## config.mk

```make
export PLATFORM = sky130hd
export DESIGN_NAME = nes_dma_engine_flat
export DESIGN_NICKNAME = d
export VERILOG_FILES = /design/src/rtl/nes_dma_engine_pkg.sv /design/src/rtl/nes_dma_engine_if.sv /design/src/rtl/nes_dma_engine.sv /design/src/flat_wrapper.sv
export SDC_FILE = /design/constraint.sdc
export NUM_CORES = 1
export LEC_CHECK = 0
export ABC_AREA = 1
export CORE_ASPECT_RATIO = 1.1
export CORE_UTILIZATION = 47
export CTS_CLUSTER_DIAMETER = 150
export DETAILED_ROUTE_END_ITERATION = 7
export PLACE_DENSITY = 0.92
export SYNTH_ARGS = -nofsm -noshare
export SYNTH_HDL_FRONTEND = slang
export SYNTH_SLANG_ARGS = --single-unit
```

## constraint.sdc

```tcl
create_clock -name i_clk -period 1.7 [get_ports i_clk]
set_clock_uncertainty 0.15 [all_clocks]
set_input_delay 0.34 -clock i_clk [delete_from_list [all_inputs] [get_ports i_clk]]
set_output_delay 0.34 -clock i_clk [all_outputs]
set_load 0.05 [all_outputs]
```

## src/rtl/nes_dma_engine_pkg.sv

```systemverilog
// Shared types and constants for the OAM-style DMA engine.
package nes_dma_pkg;

  localparam logic [15:0] OAMDMA_ADDR  = 16'h4014;
  localparam logic [15:0] OAMDATA_ADDR = 16'h2004;
  localparam int          IDX_W        = 8;

  typedef enum logic [3:0] {
    ST_IDLE,
    ST_REQ,
    ST_DUMMY,
    ST_ALIGN,
    ST_READ,
    ST_WAIT,
    ST_WRITE,
    ST_PAUSE,
    ST_DONE
  } state_e;

endpackage

```

## src/rtl/nes_dma_engine_if.sv

```systemverilog
// CPU-bus snoop port plus the bus-master port toward the shared arbiter.
interface nes_dma_engine_if;

  // o_dma_req is a level request. The engine owns the bus on every cycle it
  // sees i_dma_gnt=1 while requesting, but it samples i_dma_gnt only in REQ,
  // in PAUSE and at the end of each WRITE. A read/wait/write sequence is never
  // interrupted. i_dma_rdata must be valid RD_LAT cycles after a read address.
  logic [15:0] i_bus_addr;
  logic        i_bus_wn;
  logic [7:0]  i_bus_wdata;
  logic        o_dma_req;
  logic        i_dma_gnt;
  logic [15:0] o_dma_addr;
  logic        o_dma_wn;
  logic [7:0]  o_dma_wdata;
  logic [7:0]  i_dma_rdata;

  modport master (
    input  i_bus_addr, i_bus_wn, i_bus_wdata, i_dma_gnt, i_dma_rdata,
    output o_dma_req, o_dma_addr, o_dma_wn, o_dma_wdata
  );

  modport slave (
    output i_bus_addr, i_bus_wn, i_bus_wdata, i_dma_gnt, i_dma_rdata,
    input  o_dma_req, o_dma_addr, o_dma_wn, o_dma_wdata
  );

endinterface

```

## src/rtl/nes_dma_engine.sv

```systemverilog
// Snoops a trigger write, then copies LEN bytes from page {wdata,idx} to a
// fixed destination register, one read/write pair per byte.
module nes_dma_engine
  import nes_dma_pkg::*;
#(
  parameter logic [15:0] TRIG_ADDR = OAMDMA_ADDR,
  parameter logic [15:0] DST_ADDR  = OAMDATA_ADDR,
  parameter int          LEN       = 256,
  parameter int          RD_LAT    = 1,
  parameter bit          ALIGN_EN  = 1'b1
) (
  input  logic                    i_clk,
  input  logic                    i_rstn,
  nes_dma_engine_if.master        bus,
  output logic                    o_busy,
  output logic                    o_done,
  output state_e                  o_dbg_state
);

  localparam logic [IDX_W-1:0] LAST_IDX   = IDX_W'(LEN - 1);
  localparam logic [1:0]       LAT_RELOAD = (RD_LAT > 1) ? 2'(RD_LAT - 2) : 2'd0;

  state_e           state_q, state_d;
  logic [IDX_W-1:0] index_q, index_d;
  logic [1:0]       lat_q, lat_d;
  logic [7:0]       page_q, page_d;
  logic             parity_q, parity_d;
  logic [15:0]      addr_q, addr_d;
  logic [7:0]       wdata_q, wdata_d;
  logic             trig;
  logic [15:0]      dma_addr;
  logic [7:0]       dma_wdata;

  assign trig        = (bus.i_bus_addr == TRIG_ADDR) && !bus.i_bus_wn;
  assign parity_d    = ~parity_q;
  assign o_dbg_state = state_q;

  always_ff @(posedge i_clk or negedge i_rstn) begin
    if (!i_rstn) begin
      state_q  <= ST_IDLE;
      index_q  <= '0;
      lat_q    <= '0;
      page_q   <= '0;
      parity_q <= 1'b0;
      addr_q   <= '0;
      wdata_q  <= '0;
    end else begin
      state_q  <= state_d;
      index_q  <= index_d;
      lat_q    <= lat_d;
      page_q   <= page_d;
      parity_q <= parity_d;
      addr_q   <= addr_d;
      wdata_q  <= wdata_d;
    end
  end

  always_comb begin
    state_d = state_q;
    index_d = index_q;
    lat_d   = lat_q;
    page_d  = page_q;
    unique case (state_q)
      ST_IDLE: if (trig) begin
        state_d = ST_REQ;
        page_d  = bus.i_bus_wdata;
        index_d = '0;
      end
      ST_REQ:   if (bus.i_dma_gnt) state_d = ST_DUMMY;
      ST_DUMMY: state_d = (ALIGN_EN && parity_q) ? ST_ALIGN : ST_READ;
      ST_ALIGN: state_d = ST_READ;
      ST_READ: begin
        lat_d   = LAT_RELOAD;
        state_d = (RD_LAT == 1) ? ST_WRITE : ST_WAIT;
      end
      ST_WAIT: begin
        if (lat_q == 2'd0) state_d = ST_WRITE;
        else               lat_d   = lat_q - 2'd1;
      end
      // Byte boundary: the only place inside a transfer where grant is honoured.
      ST_WRITE: begin
        if (index_q == LAST_IDX) begin
          state_d = ST_DONE;
        end else begin
          index_d = index_q + IDX_W'(1);
          state_d = bus.i_dma_gnt ? ST_READ : ST_PAUSE;
        end
      end
      ST_PAUSE: if (bus.i_dma_gnt) state_d = ST_READ;
      ST_DONE:  state_d = ST_IDLE;
      default:  state_d = ST_IDLE;
    endcase
  end

  always_comb begin
    bus.o_dma_req = 1'b0;
    bus.o_dma_wn  = 1'b1;
    o_busy        = 1'b0;
    o_done        = 1'b0;
    dma_addr      = addr_q;
    dma_wdata     = wdata_q;
    unique case (state_q)
      ST_IDLE: ;
      ST_DONE: o_done = 1'b1;
      ST_READ, ST_WAIT: begin
        bus.o_dma_req = 1'b1;
        o_busy        = 1'b1;
        dma_addr      = {page_q, index_q};
      end
      ST_WRITE: begin
        bus.o_dma_req = 1'b1;
        o_busy        = 1'b1;
        bus.o_dma_wn  = 1'b0;
        dma_addr      = DST_ADDR;
        dma_wdata     = bus.i_dma_rdata;
      end
      default: begin
        bus.o_dma_req = 1'b1;
        o_busy        = 1'b1;
      end
    endcase
    bus.o_dma_addr  = dma_addr;
    bus.o_dma_wdata = dma_wdata;
    addr_d          = dma_addr;
    wdata_d         = dma_wdata;
  end

endmodule

```

## src/flat_wrapper.sv

```systemverilog
// flat-port wrapper written by rule: the top's interface ports become plain ports
module nes_dma_engine_flat import nes_dma_pkg::*;
#(
  parameter logic [15:0] TRIG_ADDR = OAMDMA_ADDR,
  parameter logic [15:0] DST_ADDR  = OAMDATA_ADDR,
  parameter int          LEN       = 256,
  parameter int          RD_LAT    = 1,
  parameter bit          ALIGN_EN  = 1'b1
)
  (i_clk, i_rstn, o_busy, o_done, o_dbg_state, bus_i_bus_addr, bus_i_bus_wn, bus_i_bus_wdata, bus_i_dma_gnt, bus_i_dma_rdata, bus_o_dma_req, bus_o_dma_addr, bus_o_dma_wn, bus_o_dma_wdata);
  nes_dma_engine_if bus_i ();
  input  logic i_clk;
  input  logic i_rstn;
  output logic o_busy;
  output logic o_done;
  output state_e o_dbg_state;
  input wire logic [$bits(bus_i.i_bus_addr)-1:0] bus_i_bus_addr;
  input wire logic [$bits(bus_i.i_bus_wn)-1:0] bus_i_bus_wn;
  input wire logic [$bits(bus_i.i_bus_wdata)-1:0] bus_i_bus_wdata;
  input wire logic [$bits(bus_i.i_dma_gnt)-1:0] bus_i_dma_gnt;
  input wire logic [$bits(bus_i.i_dma_rdata)-1:0] bus_i_dma_rdata;
  output wire logic [$bits(bus_i.o_dma_req)-1:0] bus_o_dma_req;
  output wire logic [$bits(bus_i.o_dma_addr)-1:0] bus_o_dma_addr;
  output wire logic [$bits(bus_i.o_dma_wn)-1:0] bus_o_dma_wn;
  output wire logic [$bits(bus_i.o_dma_wdata)-1:0] bus_o_dma_wdata;
  assign bus_i.i_bus_addr = bus_i_bus_addr;
  assign bus_i.i_bus_wn = bus_i_bus_wn;
  assign bus_i.i_bus_wdata = bus_i_bus_wdata;
  assign bus_i.i_dma_gnt = bus_i_dma_gnt;
  assign bus_i.i_dma_rdata = bus_i_dma_rdata;
  assign bus_o_dma_req = bus_i.o_dma_req;
  assign bus_o_dma_addr = bus_i.o_dma_addr;
  assign bus_o_dma_wn = bus_i.o_dma_wn;
  assign bus_o_dma_wdata = bus_i.o_dma_wdata;
  nes_dma_engine #(.TRIG_ADDR(TRIG_ADDR), .DST_ADDR(DST_ADDR), .LEN(LEN), .RD_LAT(RD_LAT), .ALIGN_EN(ALIGN_EN)) u_core (.i_clk(i_clk), .i_rstn(i_rstn), .bus(bus_i), .o_busy(o_busy), .o_done(o_done), .o_dbg_state(o_dbg_state));
endmodule
```

==> results.txt, run 1 <==
Worst Min Path Start: u_core.parity_q
Crit end category: primary output
Lkg Pwr: 1.996 nW
Clk slew on worst S/H paths: 0.09 ns
Mux share of post-synthesis cell area: 0%
CTS Buffer Depth: 2
Synth Area in Simple Gates: 30.37%
Layout cells sized above 1: 44.07%
RR Startpoint: u_core.index_q[0]
Maxcap violations: 0
Gr usage total: 32.96%
Setup crit start kind: flip-flop
Reg2reg end: u_core.index_q[3]
Final hold slack: 0.3153 ns
Die width: 68.20 um
Initial DRC count: 266
Minimum clock period: 2.111 ns
P per Cell Area: 1773 mW/mm^2
Fin. Hold Viols: 0
CTS tree: done
Flop2flop setup slack: -0.25 ns
DRT Pass-1 Iters: 6
Final worst slack: -0.4108 ns
Status: finished, violations left
Synth unique cells: 27
Final Setup Violations: 47
Largest net degree at the start of global routing: 48
Initial antenna violation count: 0
Worst Setup SP: u_core.o_dbg_state[3]
Synthesis-stage register bit count: 47
DRC viols: 0
Ys async rst share: 100.0%
Final Cycle Share: 124.2%
Mapped cell area: 0.002266 sq mm
Critical path class: flip-flop to primary output
Setup TNS: -12.12 ns
Failing checks: negative setup slack
Die height: 74.82 um
WL final: 8.517 mm
Final count of pins violating max slew: 0
Post-Syn Area per Cell: 8.210 sq um
Vias in the first global route: 2386
Pre-CTS setup slack: -0.3567 ns
N_diodes: 0
Final RePlAce weighted congestion: 0.8783
CP delay by family, top: buffers and inverters
HP Class: flip-flop to flip-flop
Synth-to-Final Area Change: 85.92%
Measured slew at the worst slew-check pin: 0.2691 ns
Post-synthesis cell count: 276
DP HPWL: 4.854 mm
Sequential fraction of the synthesis area: 51.91%
WHS Path Cells: 1
First-pass GRT wire length: 11.79 mm
Worst skew pair latency: 0.30 ns
Die area: 0.005103 sq mm
CP peak stage delay: 0.44 ns
Crit path DAT: 1.62 ns
Largest family of logic cells by synthesized area: simple AND/OR/NAND/NOR gates
Layout net count: 425
Fmax: 473.8 MHz
Post-synth EDFFs: 0
Total clock sinks: 47
Initial Util: 48.71%
Worst Path Max Fanout: 5
Io pins: 68
H-tree depth: 2
Synth Warn #: 0
DR WL/cell: 19.18 um
Total core area: 0.004652 sq mm
Final core occ: 90.56%
RSZ-0062 raised after global routing: yes
Post-Synth XOR/XNOR Area: 0.3865%
Critical-path top delay cell: dfrtp_2
Worst r2r path cells: 8
Port Buf Inserts: 67
Main synth FF type: dfrtp_1
Hold path endpoint: u_core.parity_q
Routed via count: 2607
Final ANT Viol Nets: 0
Num rows: 26
Critical path cell sequence: inv_4, nand2_4, nor2_4, clkinvlp_4, buf_6, o21ai_4, buf_12
Vias/cell: 5.872
Root buf cell: clkbuf_8
Worst endpoint required time: 1.21 ns
Grt total ovfl: 0
Adder-Cell Fraction of Synth Area: 1.104%
Worst Path Buf+Inv: 4
TritonCTS buffer count: 5
Synth Area in Compound Gates: 9.498%
Slew HR: 81.98%
Post-Synthesis Net Count: 314
Worst ir drop on vdd: 0.001417 V
-- layer usage --
layer | global-route usage, % | share of wire [%]
met2 | 59.15 | 52
met3 | 6.818 | 7.4
met4 | 19.21 | 6.6
met5 | 0 | 0
met1 | 35.25 | 34
-- cell usage after synthesis, types with 3 or more instances --
master   count  area, sq um
nand2_1     96        360.4
dfrtp_1     47         1176
inv_1       26        97.59
o21ai_0     24        120.1
nor2_1      20        75.07
nand3_1     19        95.09
o21ai_2      8        70.07
nand2_2      6        37.54
inv_2        3        11.26
nor2_2       3        18.77
-- metrics by stage --
| stage | cells | power, mW | cell area [sq um] |
|---|---|---|---|
| after floorplan | 276 | 4.127 | 2638 |
| after global placement | 424 | 5.747 | 3847 |
| after detailed placement | 424 | 5.874 | 3847 |
| after CTS | 438 | 7.021 | 4110 |
| after global routing | 444 | 7.713 | 4213 |
| final | 444 | 7.468 | 4213 |
-- placed cells by master (no fill, tap or decap), drive strengths merged --
| cell | synthesis | layout |
|---|---|---|
| and2 | 1 | 1 |
| buf | 5 | 75 |
| bufinv | 0 | 1 |
| clkbuf | 2 | 7 |
| clkdlybuf4s50 | 0 | 34 |
| clkinvlp | 0 | 1 |
| dfrtp | 47 | 47 |
| dlygate4sd3 | 0 | 1 |
| ha | 2 | 2 |
| inv | 29 | 28 |
| nand2 | 104 | 105 |
| nand3 | 19 | 19 |
| nand4 | 2 | 2 |
| nor2 | 25 | 25 |
| nor3b | 1 | 1 |
| o211ai | 1 | 1 |
| o21ai | 33 | 33 |
| o22ai | 2 | 2 |
| or2 | 2 | 2 |
| xor2 | 1 | 1 |
-- worst max path at each step --
stage	endpoint	cells after the start
6_report	bus_o_dma_addr[0]	7
5_1_grt	u_core.index_q[7]	9
4_1_cts	bus_o_dma_addr[0]	7
3_5_place_dp	u_core.index_q[1]	9
3_3_place_gp	u_core.index_q[2]	8
2_1_floorplan	bus_o_dma_addr[0]	5
-- layout make-up --
cell class              count  area [sq um]
multi-input cells         194          1360
clock inverters             1         30.03
clock buffers               7         76.32
inverters                  29         120.1
repair buffers            110          1373
well taps                  56         70.07
flip-flops and latches     47          1184
fillers                   171         439.2
-- timing repair --
action,4_1_cts,5_1_grt
resized for setup,32,13
pin swaps,6,3
endpoints found under the setup margin,41,46
hold endpoints to repair,47,0
setup buffers,4,5
gates cloned,1,1
hold buffers,1,0
-- logic make-up after synthesis --
kind of cell / count (synthesis)
buffers and inverters: 36
flip-flops: 47
AO/OA/AOI/OAI: 36
XOR/XNOR: 1
AND/OR/NAND/NOR: 154
adder cells (fa/ha/maj): 2
-- where the power goes --
group	switching, mW	total (mW)	internal [mW]
Combinational	2.89	5.07	2.18
Clock	0.374	0.815	0.440
Sequential	0.214	1.58	1.36
-- flip-flops by register name (all words and copies together) (netlist names) --
signal	flops
u_core.lat_q	2
u_core.wdata_q	8
u_core.o_dbg_state	4
u_core.page_q	8
u_core.addr_q	16
u_core.index_q	8
u_core.parity_q	1
No activity file was read; power rests on OpenSTA's default activity.
==> inputs of run 2 (changes only) <==
--- a/config.mk
+++ b/config.mk
@@ -6,8 +6,10 @@
 export NUM_CORES = 1
 export LEC_CHECK = 0
 export ABC_AREA = 1
+export CELL_PAD_IN_SITES_DETAIL_PLACEMENT = 1
+export CELL_PAD_IN_SITES_GLOBAL_PLACEMENT = 1
 export CORE_ASPECT_RATIO = 1.1
-export CORE_UTILIZATION = 47
+export CORE_UTILIZATION = 34
 export CTS_CLUSTER_DIAMETER = 150
 export DETAILED_ROUTE_END_ITERATION = 7
 export PLACE_DENSITY = 0.92
==> run 2 against run 1 <==
The flow still finishes with violations (negative setup slack). Count of clock-buffer cells in the layout shrank 1. Die area grew 37%. Cell count grew 6.8%. First-iteration DRC count shrank 3.4%. Fmax shrank 5.4%. Non-clock buffer count grew 6. Sequential share of layout area shrank 1.3 points. Via count grew 2.8%. Critical path depth is the same. Global-route usage shrank 1.0 points. Critical endpoint unchanged. Largest cell class unchanged. Highest routed layer unchanged.
==> results.txt, run 2 (same netlist as run 1, synthesis figures left out) <==
Flop2flop setup slack: -0.45 ns (was -0.25 ns)
Tot Pwr: 8.100 mW (was 7.468 mW)
First-pass GRT wire length: 15.96 mm (was 11.79 mm)
Die width: 79.84 um (was 68.20 um)
Vias/cell: 5.656 (was 5.872)
Sw power: 4.015 mW (was 3.478 mW)
Lkg Pwr: 2.079 nW (was 1.996 nW)
Largest net degree at the start of global routing: 33 (was 48)
Worst endpoint required time: 1.21 ns (about the same)
N_diodes: 0 (unchanged)
Setup crit start kind: flip-flop (unchanged)
Io pins: 68 (unchanged)
Final RePlAce weighted congestion: 0.8956 (was 0.8783)
H-tree depth: 2 (unchanged)
Commonest non-fill, non-tap cells in the layout: nand2_1, dfrtp_1, clkdlybuf4s50_1 (unchanged)
Worst skew pair latency: 0.34 ns (was 0.30 ns)
DR WL/cell: 27.37 um (was 19.18 um)
Synth-to-Final Area Change: 95.20% (was 85.92%)
Critical path class: flip-flop to primary output (unchanged)
Layout cells sized above 1: 48.73% (was 44.07%)
CTS tree: done (unchanged)
DP HPWL: 5.746 mm (was 4.854 mm)
Final Setup Violations: 49 (was 47)
Fmax: 448.3 MHz (was 473.8 MHz)
Final ANT Viol Nets: 0 (unchanged)
CTS Buffer Depth: 2 (unchanged)
Minimum clock period: 2.230 ns (was 2.111 ns)
Layout net count: 431 (was 425)
Maxcap violations: 0 (unchanged)
Slew HR: 68.23% (was 81.98%)
Vias in the first global route: 2867 (was 2386)
Pint: 4.085 mW (was 3.989 mW)
Sw Share: 49.57% (was 46.58%)
Initial Util: 35.93% (was 48.71%)
Measured slew at the worst slew-check pin: 0.4765 ns (was 0.2691 ns)
Clock power share: 9.3% (was 10.9%)
Sequential power share: 19.9% (was 21.1%)
Root buf cell: clkbuf_8 (unchanged)
Final count of pins violating max slew: 0 (unchanged)
DRC viols: 0 (unchanged)
DP Area: 0.003902 sq mm (was 0.003847 sq mm)
RSZ-0062 raised after global routing: yes (unchanged)
Gr usage total: 31.92% (was 32.96%)
HP Class: primary input to async pin (was flip-flop to flip-flop)
Die area: 0.006995 sq mm (was 0.005103 sq mm)
Final Cell Area: 0.004423 sq mm (was 0.004213 sq mm)
Initial DRC count: 257 (was 266)
Worst Path Max Fanout: 3 (was 5)
Total clock sinks: 47 (unchanged)
Port Buf Inserts: 67 (unchanged)
DRT Pass-1 Iters: 4 (was 6)
Worst ir drop on vdd: 0.001746 V (was 0.001417 V)
Status: finished, violations left (unchanged)
Largest register by flop count: u_core.addr_q (unchanged)
P per Cell Area: 1831 mW/mm^2 (was 1773 mW/mm^2)
Final Cycle Share: 131.2% (was 124.2%)
Combinational power share: 70.8% (was 67.9%)
Total core area: 0.006306 sq mm (was 0.004652 sq mm)
Commonest non-fill, non-tap cell in the layout: nand2_1 (unchanged)
Die height: 87.62 um (was 74.82 um)
Fin. Hold Viols: 0 (unchanged)
Clk slew on worst S/H paths: 0.10 ns (was 0.09 ns)
Grt total ovfl: 0 (unchanged)
Crit end category: primary output (unchanged)
WL final: 12.97 mm (was 8.517 mm)
Final worst slack: -0.5304 ns (was -0.4108 ns)
Initial antenna violation count: 0 (unchanged)
Num rows: 30 (was 26)
Failing checks: negative setup slack (unchanged)
Routed via count: 2681 (was 2607)
Crit path DAT: 1.74 ns (was 1.62 ns)
TritonCTS buffer count: 5 (unchanged)
Largest register FFs: 16 (unchanged)
run 2: timing repair:
item                                   CTS  global route
endpoints found under the hold margin   15             0
resized for setup                       32            43
gates cloned                             1             2
setup endpoints to repair               40            48
pin swaps                                5             9
setup buffers                            6             9
hold buffers                             1             0
run 2: metrics by stage:
step	instances	setup TNS, ns	setup WS (ns)	hold WS (ns)	util, %
after detailed placement	448	-5.693	-0.3016	0.1563	61.88
final	474	-16.76	-0.5304	0.3353	70.14
after floorplan	276	-5.248	-0.3466	-0.1056	-
after CTS	464	-10.94	-0.4375	0.3543	65.93
after global placement	448	-3.360	-0.1680	0.1453	61.88
after global routing	474	-19.10	-0.5603	0.3666	70.14
run 2: area by class of cell:
| cell class | count | area, sq um |
|---|---|---|
| Tap cell | 80 | 100.1 |
| Sequential cell | 47 | 1184 |
| Clock buffer | 6 | 72.57 |
| Multi-Input combinational cell | 194 | 1463 |
| Timing Repair Buffer | 116 | 1471 |
| Clock inverter | 2 | 12.51 |
| Inverter | 29 | 120.1 |
| Fill cell | 635 | 1883 |
run 2: layer usage:
metal | vias up | share of wire, % | track usage (%)
met1 | 1351 | 35 | 34.28
met2 | 158 | 52 | 58.35
met5 | - | 0 | 0
met4 | 0 | 7.5 | 15.91
li1 | 1100 | - | -
met3 | 72 | 5.6 | 7.708
run 2: critical path, cell delays in order, from the launching register on:
cell and delay [ns]:
dfrtp_2 0.44, inv_4 0.07, nand2_4 0.06, nor2_4 0.12
clkinvlp_4 0.18, buf_12 0.18, o21ai_4 0.20, buf_12 0.17
run 2: final timing paths:
path | from | to | depth (start not counted)
min in group i_clk | u_core.page_q[6] | u_core.page_q[6] | 2
setup / recovery | u_core.o_dbg_state[3] | bus_o_dma_addr[0] | 7
hold reg to reg | u_core.page_q[6] | u_core.page_q[6] | 2
setup reg to reg | u_core.index_q[0] | u_core.index_q[5] | 9
hold / removal | i_rstn | u_core.wdata_q[2] | 2
max in group asynchronous | i_rstn | u_core.addr_q[10] | 3
run 2: power groups by stage:
stage | Combinational, mW | Clock (mW) | Sequential, mW
finish | 5.73 | 0.756 | 1.61
detailed placement | 4.49 | 0 | 1.56
floorplan | 2.47 | 0 | 1.65
global route | 5.89 | 0.782 | 1.63
global placement | 4.33 | 0 | 1.53
CTS | 4.94 | 0.716 | 1.56
==> inputs of run 3 (changes only) <==
--- a/config.mk
+++ b/config.mk
@@ -12,6 +12,7 @@
 export CORE_UTILIZATION = 34
 export CTS_CLUSTER_DIAMETER = 150
 export DETAILED_ROUTE_END_ITERATION = 7
+export GPL_TIMING_DRIVEN = 1
 export PLACE_DENSITY = 0.92
 export SYNTH_ARGS = -nofsm -noshare
 export SYNTH_HDL_FRONTEND = slang
==> results of run 3 <==
Same layout as run 2: the final DEF is identical, and so are final timing and power.
